==> src/rtl/axi4_aflag_width_pipe.sv <==
// ============================================================================
// Module  : axi4_aflag_width_pipe
// Brief   : AXI4 AW/AR descriptor width adapter with one register stage.
//           Recomputes len/size for an OSIZE-bit bus, passes other fields.
//           Optional macro AFLAG_ADDR_ALIGN_EN: widen-case address alignment.
// Revision: 1.0 - initial release
// ============================================================================
`default_nettype none

module axi4_aflag_width_pipe #(
   parameter string MODE   = "WRITE",
   parameter int    IDSIZE = 4,
   parameter int    ASIZE  = 32,
   parameter int    ILSIZE = 8,
   parameter int    OLSIZE = 8,
   parameter int    ISIZE  = 32,
   parameter int    OSIZE  = 256
) (
   input  logic              clock,
   input  logic              rst,
   input  logic [IDSIZE-1:0] in_a_id,
   input  logic [ASIZE-1:0]  in_a_addr,
   input  logic [ILSIZE-1:0] in_a_len,
   input  logic [2:0]        in_a_size,
   input  logic [1:0]        in_a_burst,
   input  logic              in_a_lock,
   input  logic [3:0]        in_a_cache,
   input  logic [2:0]        in_a_prot,
   input  logic [3:0]        in_a_qos,
   input  logic              in_a_valid,
   output logic              in_a_ready,
   output logic [IDSIZE-1:0] out_a_id,
   output logic [ASIZE-1:0]  out_a_addr,
   output logic [OLSIZE-1:0] out_a_len,
   output logic [2:0]        out_a_size,
   output logic [1:0]        out_a_burst,
   output logic              out_a_lock,
   output logic [3:0]        out_a_cache,
   output logic [2:0]        out_a_prot,
   output logic [3:0]        out_a_qos,
   output logic              out_a_valid,
   input  logic              out_a_ready
);

   localparam int         IBL      = $clog2(ISIZE / 8);
   localparam int         OBL      = $clog2(OSIZE / 8);
   localparam bit         WIDEN    = (OSIZE > ISIZE);
   localparam bit         NARROW   = (OSIZE < ISIZE);
   localparam int         RLOG     = WIDEN ? (OBL - IBL) : (NARROW ? (IBL - OBL) : 0);
   localparam int         CW       = ILSIZE + RLOG + 1;
   localparam logic [2:0] OUT_SIZE = 3'(OBL);

   logic [CW-1:0]     w_beats_m1;
   logic [ASIZE-1:0]  w_addr;
   logic [OLSIZE-1:0] w_len;
   logic              unused_ok;

   // The requested size is implied by the bus width, so in_a_size is not needed.
   assign unused_ok = ^in_a_size;

   generate
      if (MODE != "WRITE" && MODE != "READ") begin : g_bad_mode
         $error("axi4_aflag_width_pipe: MODE must be \"WRITE\" or \"READ\"");
      end

      if (WIDEN) begin : g_widen
`ifdef AFLAG_ADDR_ALIGN_EN
         localparam logic [ASIZE-1:0] ALIGN_MASK = ~((ASIZE'(1) << OBL) - ASIZE'(1));
         logic [CW-1:0] w_sum;
         // ceil((off+len+1)/R)-1 reduces to floor((off+len)/R).
         assign w_sum      = CW'(in_a_len) + CW'(in_a_addr[OBL-1:IBL]);
         assign w_beats_m1 = w_sum >> RLOG;
         assign w_addr     = in_a_addr & ALIGN_MASK;
`else
         // ceil((len+1)/R)-1 reduces to floor(len/R).
         assign w_beats_m1 = CW'(in_a_len) >> RLOG;
         assign w_addr     = in_a_addr;
`endif
      end else if (NARROW) begin : g_narrow
         // (len+1)*R-1 is len shifted left with the vacated bits set.
         assign w_beats_m1 = {1'b0, in_a_len, {RLOG{1'b1}}};
         assign w_addr     = in_a_addr;
      end else begin : g_equal
         assign w_beats_m1 = CW'(in_a_len);
         assign w_addr     = in_a_addr;
      end

      if (OLSIZE >= CW) begin : g_no_sat
         assign w_len = OLSIZE'(w_beats_m1);
      end else begin : g_sat
         assign w_len = (|w_beats_m1[CW-1:OLSIZE]) ? {OLSIZE{1'b1}} : w_beats_m1[OLSIZE-1:0];
      end
   endgenerate

   assign in_a_ready = !out_a_valid || out_a_ready;

   always_ff @(posedge clock) begin
      if (rst) begin
         out_a_valid <= 1'b0;
         out_a_id    <= '0;
         out_a_addr  <= '0;
         out_a_len   <= '0;
         out_a_size  <= '0;
         out_a_burst <= '0;
         out_a_lock  <= 1'b0;
         out_a_cache <= '0;
         out_a_prot  <= '0;
         out_a_qos   <= '0;
      end else if (in_a_valid && in_a_ready) begin
         out_a_valid <= 1'b1;
         out_a_id    <= in_a_id;
         out_a_addr  <= w_addr;
         out_a_len   <= w_len;
         out_a_size  <= OUT_SIZE;
         out_a_burst <= in_a_burst;
         out_a_lock  <= in_a_lock;
         out_a_cache <= in_a_cache;
         out_a_prot  <= in_a_prot;
         out_a_qos   <= in_a_qos;
      end else if (out_a_ready) begin
         out_a_valid <= 1'b0;
      end
   end

endmodule

`default_nettype wire

==> config.mk <==
export PLATFORM = sky130hd
export DESIGN_NAME = axi4_aflag_width_pipe
export DESIGN_NICKNAME = d
export VERILOG_FILES = /design/src/rtl/axi4_aflag_width_pipe.sv
export SDC_FILE = /design/constraint.sdc
export NUM_CORES = 1
export LEC_CHECK = 0
export BUFFER_PORTS_ARGS = -buffer_cell sky130_fd_sc_hd__buf_2
export CAP_MARGIN = 15
export CORE_ASPECT_RATIO = 0.5
export CORE_MARGIN = 4
export CORE_UTILIZATION = 40
export DETAILED_ROUTE_END_ITERATION = 16
export HOLD_SLACK_MARGIN = 0.12
export PLACE_DENSITY = 0.72
export RECOVER_POWER = 25
export SLEW_MARGIN = 20
export SYNTH_ARGS = -nofsm -noshare
export SYNTH_HDL_FRONTEND = slang
export SYNTH_SLANG_ARGS = --single-unit
==> constraint.sdc <==
create_clock -name clock -period 1.4 [get_ports clock]
set_clock_uncertainty 0.1 [all_clocks]
set_input_delay 0.35 -clock clock [delete_from_list [all_inputs] [get_ports clock]]
set_output_delay 0.35 -clock clock [all_outputs]
set_load 0.01 [all_outputs]
## Yosys cells after proc, flatten, opt, wreduce, memory -nomap -nowiden

Index checks and enable logic that the tools add are counted.

| word-level totals | value |
|---|---|
| bits in registers | 57 |
| input bits | 65 |
| output and inout port bits | 63 |
| word-level logic and storage cells | 16 |

| cells by class | value |
|---|---|
| reduce and logical (&&, ||, !) cells | 4 |
| multiplexer cells | 2 |

Operator list:

| operator | number |
|---|---|
| two-way mux 1 bit | 2 |
| nonzero test 2 bit | 1 |
| logical AND 1 bit | 1 |
| logical NOT 1 bit | 1 |
| logical OR 1 bit | 1 |

## Depth between registers and ports, before layout

Gate-level depths: netlist (run 1).

| logic depth | value |
|---|---|
| depth after elaboration | 4 |
| depth in mapped cells | 6 |
| mapped depth without buffers | 3 |

## Worst setup path after synthesis (run 1)

Ideal clock, no wire load.

| timing path | value |
|---|---|
| path kind | in2out |
| from | in out_a_ready |
| to | out in_a_ready |
| setup slack | 0.080 ns |
| data arrival time | 0.870 ns |
| stages on the path | 4 |
| cell sequence | nand2b_4 > buf_6 > buf_6 > buf_2 |

| between the ends | value |
|---|---|
| cells in the longest elaborated chain, start to end | 1 |

RTL lines:

| item | line | text |
|---|---|---|
| start, declared | 42 | `input logic out_a_ready` |
| logical OR 1 bit | 95 | `assign in_a_ready = !out_a_valid \|\| out_a_ready;` |
| end, declared | 31 | `output logic in_a_ready,` |

Every way passes these cells.

## Worst setup path after layout (run 1)

| timing path | value |
|---|---|
| from | reg out_a_valid |
| to | out in_a_ready |

| between the ends | value |
|---|---|
| cells in the longest elaborated chain, start to end | 2 |

RTL lines:

| item | line | text |
|---|---|---|
| start, declared | 41 | `output logic out_a_valid,` |
| start signal, assigned | 99 | `out_a_valid <= 1'b0;` |
| start signal, assigned | 110 | `out_a_valid <= 1'b1;` |
| start signal, assigned | 121 | `out_a_valid <= 1'b0;` |
| logical NOT 1 bit | 95 |  |
| logical OR 1 bit | 95 |  |

Every way passes these cells.

==> results.json, run 1 <==
{
  "grt_first_pass_wirelength_mm": 10.1,
  "fin_crit_ns": 1.32,
  "p_leak_nw": 1.55,
  "clkLatencyLatePin_ns": 0.31,
  "die_area_um2": 7730,
  "hold_buffers": 0,
  "hold_path_class": "in -> reg",
  "h-tree-depth": 3,
  "gp_congestion": 0.721,
  "fin_area_um2": 3460,
  "io_pins": 128,
  "maxSlewViolCount": 0,
  "clock-root-buffer": "clkbuf_16",
  "yosys-top-cells-area": "dfxtp_1, a21bo_2, nand3_1",
  "end_kind": "primary output",
  "cp-endpoint": "in_a_ready",
  "synth_top_area_share_pct": 45.1,
  "crit-reg2reg-capture": "out_a_addr[17]",
  "grt_start_max_net_pins": 58,
  "die_w_um": 120,
  "vias": 2280,
  "grt_pass1_vias": 2244,
  "fmax_mhz": 757,
  "cts_tree": "done",
  "antenna_found_initial": 0,
  "hold_viol": 0,
  "drive_gt1_share_pct": 47.6,
  "layout.nets": 436,
  "yosysSeqAreaShare_pct": 45.1,
  "cap_violations": 0,
  "critPathKind": "reg -> out",
  "ff2ff_setup_slack_ns": 0.14,
  "tns_ns": 0,
  "drtIter0Drc": 135,
  "cts_max_path_buffers": 2,
  "num_rows": 20,
  "nFillCells": 570,
  "avgViaCountPerCell": 4.91,
  "worstPathMaxFanout": 2,
  "track_usage_pct": 16.0,
  "status": "complete, no violations",
  "multi_input_area_um2": 1180,
  "synth_area_per_cell_um2": 9.57,
  "rsz0062_at_grt": "no",
  "worstPathRequired_ns": 0.95,
  "ir_drop_uv": 504,
  "finalNonFillerCells": 464,
  "drc": 0,
  "r2r_cells": 5,
  "cts_made_buffers": 9,
  "wirelength_mm": 6.05,
  "r2r-start": "out_a_valid",
  "synth_area_leader_cell": "dfxtp_1",
  "crit_start": "out_a_valid",
  "antenna_cells": 0,
  "startpoint_type": "flop",
  "hpwlAfterDp_mm": 4.19,
  "port_buffers": 117,
  "initial_core_util_pct": 41.4,
  "synth.most_common_cell": "dfxtp_1",
  "cts.sinks": 57,
  "synthCells": 264,
  "synth_edf_count": 0,
  "place_inst": 447,
  "fin_crit_sh_pct": 94.4,
  "power.density_nw_per_um2": 1250,
  "synth_commonest_cells": "dfxtp_1, nand3_1, a21oi_1",
  "die_h_um": 64.2,
  "path_clk_slew_ns": 0.05,
  "async_flop_share_pct": 0,
  "core_um2": 6110,
  "synth-main-ff-cell": "dfxtp_1",
  "drt_first_pass_iters": 4,
  "synth_seq_cells": 57,
  "ant_nets": 0,
  "gr-total-overflow": 0,
  "hold_slack_ns": 0.184,
  "area.sequential_um2": 1140,
  "syn_area_um2": 2530,
  "placed_area_um2": 3200,
  "detail_route.wl_per_cell_um": 13.0,
  "ys_types": 15,
  "setup_viol": 0,
  "yosysWarningCount": 0,
  "cp.arrival_ns": 0.87,
  "area_delta_synth_final_pct": 36.7
}
[cell families (layout without fill, tap and decap cells)]
kind of cell	Yosys count	in the layout	synth area share (%)
DFF	57	57	45.1
buffers and inverters	37	146	8.27
other	1	4	0.148
and+or+nand+nor	57	57	11.6
AOI/OAI and AO/OA	112	112	34.9
[cell type report]
cell class              instances  share of cell area, %
clock inverters                 3                  0.434
well taps                      88                   3.19
clock buffers                  13                   7.53
inverters                       1                  0.109
multi-input cells             173                   34.1
repair buffers                129                   21.6
flip-flops and latches         57                   33.1
[critical path, cell delays in order (launching register included)]
cell and delay (ns):
dfxtp_2 0.35, nand2b_4 0.07, buf_2 0.14
[report_power, final]
group | total [W] | switching [W] | internal [W]
Sequential | 0.00177 | 0.0000431 | 0.00172
Combinational | 0.000590 | 0.000298 | 0.000292
Clock | 0.00197 | 0.000685 | 0.00128
Total | 0.00432 | 0.00103 | 0.00330
[metrics by stage]
step                power, W  setup WS [ns]  utilization (%)
detailed placement   0.00240       -0.00493             52.4
finish               0.00432         0.0786             56.6
floorplan            0.00216         0.0804                -
global route         0.00453         0.0507             56.6
global placement     0.00238         0.0443             52.4
CTS                  0.00440         0.0667             57.3
[what timing repair did]
action	in CTS	in global routing
resized for setup	1	0
endpoints found under the setup margin	1	0
hold endpoints to repair	0	0
buffers inserted	1	0
[state kept, by name, indices dropped and copies added, names as in the netlist]
| signal | cells |
|---|---|
| out_a_addr | 32 |
| out_a_burst | 2 |
| out_a_cache | 4 |
| out_a_id | 4 |
| out_a_len | 5 |
| out_a_lock | 1 |
| out_a_prot | 3 |
| out_a_qos | 4 |
| out_a_size | 1 |
| out_a_valid | 1 |
[metal layers]
| metal | track usage [%] | part of all wire, % | vias up |
|---|---|---|---|
| met2 | 30.3 | 53 | 58 |
| met5 | 0 | 0 | - |
| li1 | - | - | 1140 |
| met3 | 6.10 | 5.4 | 8 |
| met1 | 16.8 | 40 | 1074 |
| met4 | 3.81 | 1.3 | 0 |
[how the worst min path moves through the flow]
| stage | start | endpoint | cells after the start |
|---|---|---|---|
| finish | in_a_addr[13] | out_a_addr[13] | 3 |
| floorplan | in_a_addr[0] | out_a_addr[0] | 2 |
| global placement | out_a_size[0] | out_a_size[0] | 2 |
| global route | in_a_id[1] | out_a_id[1] | 3 |
| detailed placement | out_a_size[0] | out_a_size[0] | 2 |
| CTS | in_a_addr[16] | out_a_addr[16] | 3 |
[layout by cell type, fill, tap and decap left out]
cell type,Yosys,final
clkbuf_8,0,2
buf_2,17,98
clkbuf_1,9,20
buf_6,4,1
inv_1,1,1
a21oi_1,45,48
buf_12,0,7
clkbuf_16,0,9
dfxtp_2,0,1
conb_1,1,4
a21oi_2,12,9
nor2_1,1,1
buf_4,5,5
a21bo_2,43,43
clkinv_2,0,3
a21bo_1,12,12
dfxtp_1,57,56
nand2b_4,1,1
nand3_1,55,55
Power figures use the tool's default switching activity.
==> inputs of run 2 (changes only) <==
- PLACE_DENSITY: 0.72 -> 0.69
==> results.json, run 2 (same netlist as run 1, synthesis figures left out) <==
{
  "p_leak_nw": 1.50,
  "drtIter0Drc": 80,
  "h-tree-depth": 3,
  "nFillCells": 573,
  "layout_commonest_cell": "buf_2",
  "drive_gt1_share_pct": 45.7,
  "grt_pass1_vias": 2195,
  "fmax_mhz": 760,
  "startpoint_type": "flop",
  "crit_slowest_cell": "dfxtp_2",
  "grt_first_pass_wirelength_mm": 10.0,
  "wirelength_mm": 6.16,
  "place_inst": 443,
  "reg_top3": "out_a_addr (32), out_a_len (5)",
  "fin_crit_ns": 1.32,
  "cts_made_buffers": 9,
  "worstPathRequired_ns": 0.95,
  "cp.arrival_ns": 0.87,
  "crit_chain": "nand2b_4 > buf_2",
  "cap_violations": 0,
  "maxSlewViolCount": 0,
  "hold_viol": 0,
  "cts_tree": "done",
  "rsz0062_at_grt": "no",
  "port_buffers": 117,
  "regMostFlops": "out_a_addr",
  "fin_area_um2": 3390,
  "ant_nets": 0,
  "worst_slack_ns": 0.0848,
  "place_ws_ns": 0.0302,
  "num_rows": 20,
  "avgViaCountPerCell": 4.93,
  "critPathKind": "reg -> out",
  "gr-total-overflow": 0,
  "detail_route.wl_per_cell_um": 13.4,
  "fin_crit_sh_pct": 93.9,
  "hpwlAfterDp_mm": 4.23,
  "finalNonFillerCells": 458,
  "cp_num_buf_inv": 1,
  "final_cell_mix": "buf_2, dfxtp_1, nand3_1",
  "area.sequential_um2": 1140,
  "ir_drop_uv": 475,
  "area_delta_synth_final_pct": 34.3,
  "hold_path_class": "in -> reg",
  "setup_viol": 0,
  "die_w_um": 120,
  "initial_core_util_pct": 41.4,
  "layout.nets": 432,
  "vias": 2256,
  "track_usage_pct": 16.2,
  "status": "complete, no violations",
  "grt_start_max_net_pins": 58,
  "clock-root-buffer": "clkbuf_16",
  "power.density_nw_per_um2": 1220,
  "clkLatencyLatePin_ns": 0.31,
  "antenna_found_initial": 0,
  "core_um2": 6110,
  "ff2ff_setup_slack_ns": 0.08,
  "cts_max_path_buffers": 2,
  "antenna_cells": 0,
  "multi_input_area_um2": 1180,
  "path_clk_slew_ns": 0.05,
  "worstPathMaxFanout": 2,
  "end_kind": "primary output",
  "placed_area_um2": 3170,
  "cts.sinks": 57,
  "tns_ns": 0,
  "path_delay_family": "flip-flops",
  "hold_buffers": 0,
  "drc": 0,
  "io_pins": 128,
  "gp_congestion": 0.661,
  "die_h_um": 64.2,
  "largest_register_ffs": 32,
  "die_area_um2": 7730,
  "drt_first_pass_iters": 4,
  "cpPeakStageDelay_ns": 0.35
}
==> run 2: through the flow <==
step	hold WS, ns	power [W]	util, %
floorplan	0.397	0.00216	-
global placement	0.381	0.00237	51.9
detailed placement	0.393	0.00239	51.9
CTS	0.169	0.00424	56.0
global route	0.179	0.00436	55.6
finish	0.184	0.00416	55.6
==> run 2: worst paths after layout <==
kind,startpoint,to,cells past startpoint
worst min-delay path,in_a_id[1],out_a_id[1],3
worst min register to register,out_a_size[0],out_a_size[0],2
worst max register to register,out_a_valid,out_a_addr[14],5
worst max-delay path,out_a_valid,in_a_ready,2
==> run 2: power breakdown <==
group          switching [W]  internal (W)
registers          0.0000439       0.00173
clock network       0.000638       0.00117
logic               0.000298      0.000284
==> run 2: routing by layer <==
layer	vias up	GRT usage [%]	wire length, um
met3	14	5.75	362
met4	0	7.20	143
li1	1132	-	-
met2	65	30.2	3140
met5	-	0	0
met1	1045	16.4	2510
==> run 2: area by class of cell <==
cell class	count	area share, %
multi-input cells	173	34.9
clock inverters	1	0.147
clock buffers	13	7.08
well taps	88	3.24
repair buffers	125	20.9
inverters	1	0.111
flip-flops and latches	57	33.7
==> run 2: worst min-delay path, stage by stage <==
cell and delay [ns]:
buf_2 0.09, nand3_1 0.05, a21oi_1 0.05
==> run 2: repair_timing <==
action / 4_1_cts / 5_1_grt
setup endpoints to repair: 1 / 1
buffers inserted: 0 / 1
gates resized for setup: 1 / 0
endpoints found under the hold margin: 0 / 0
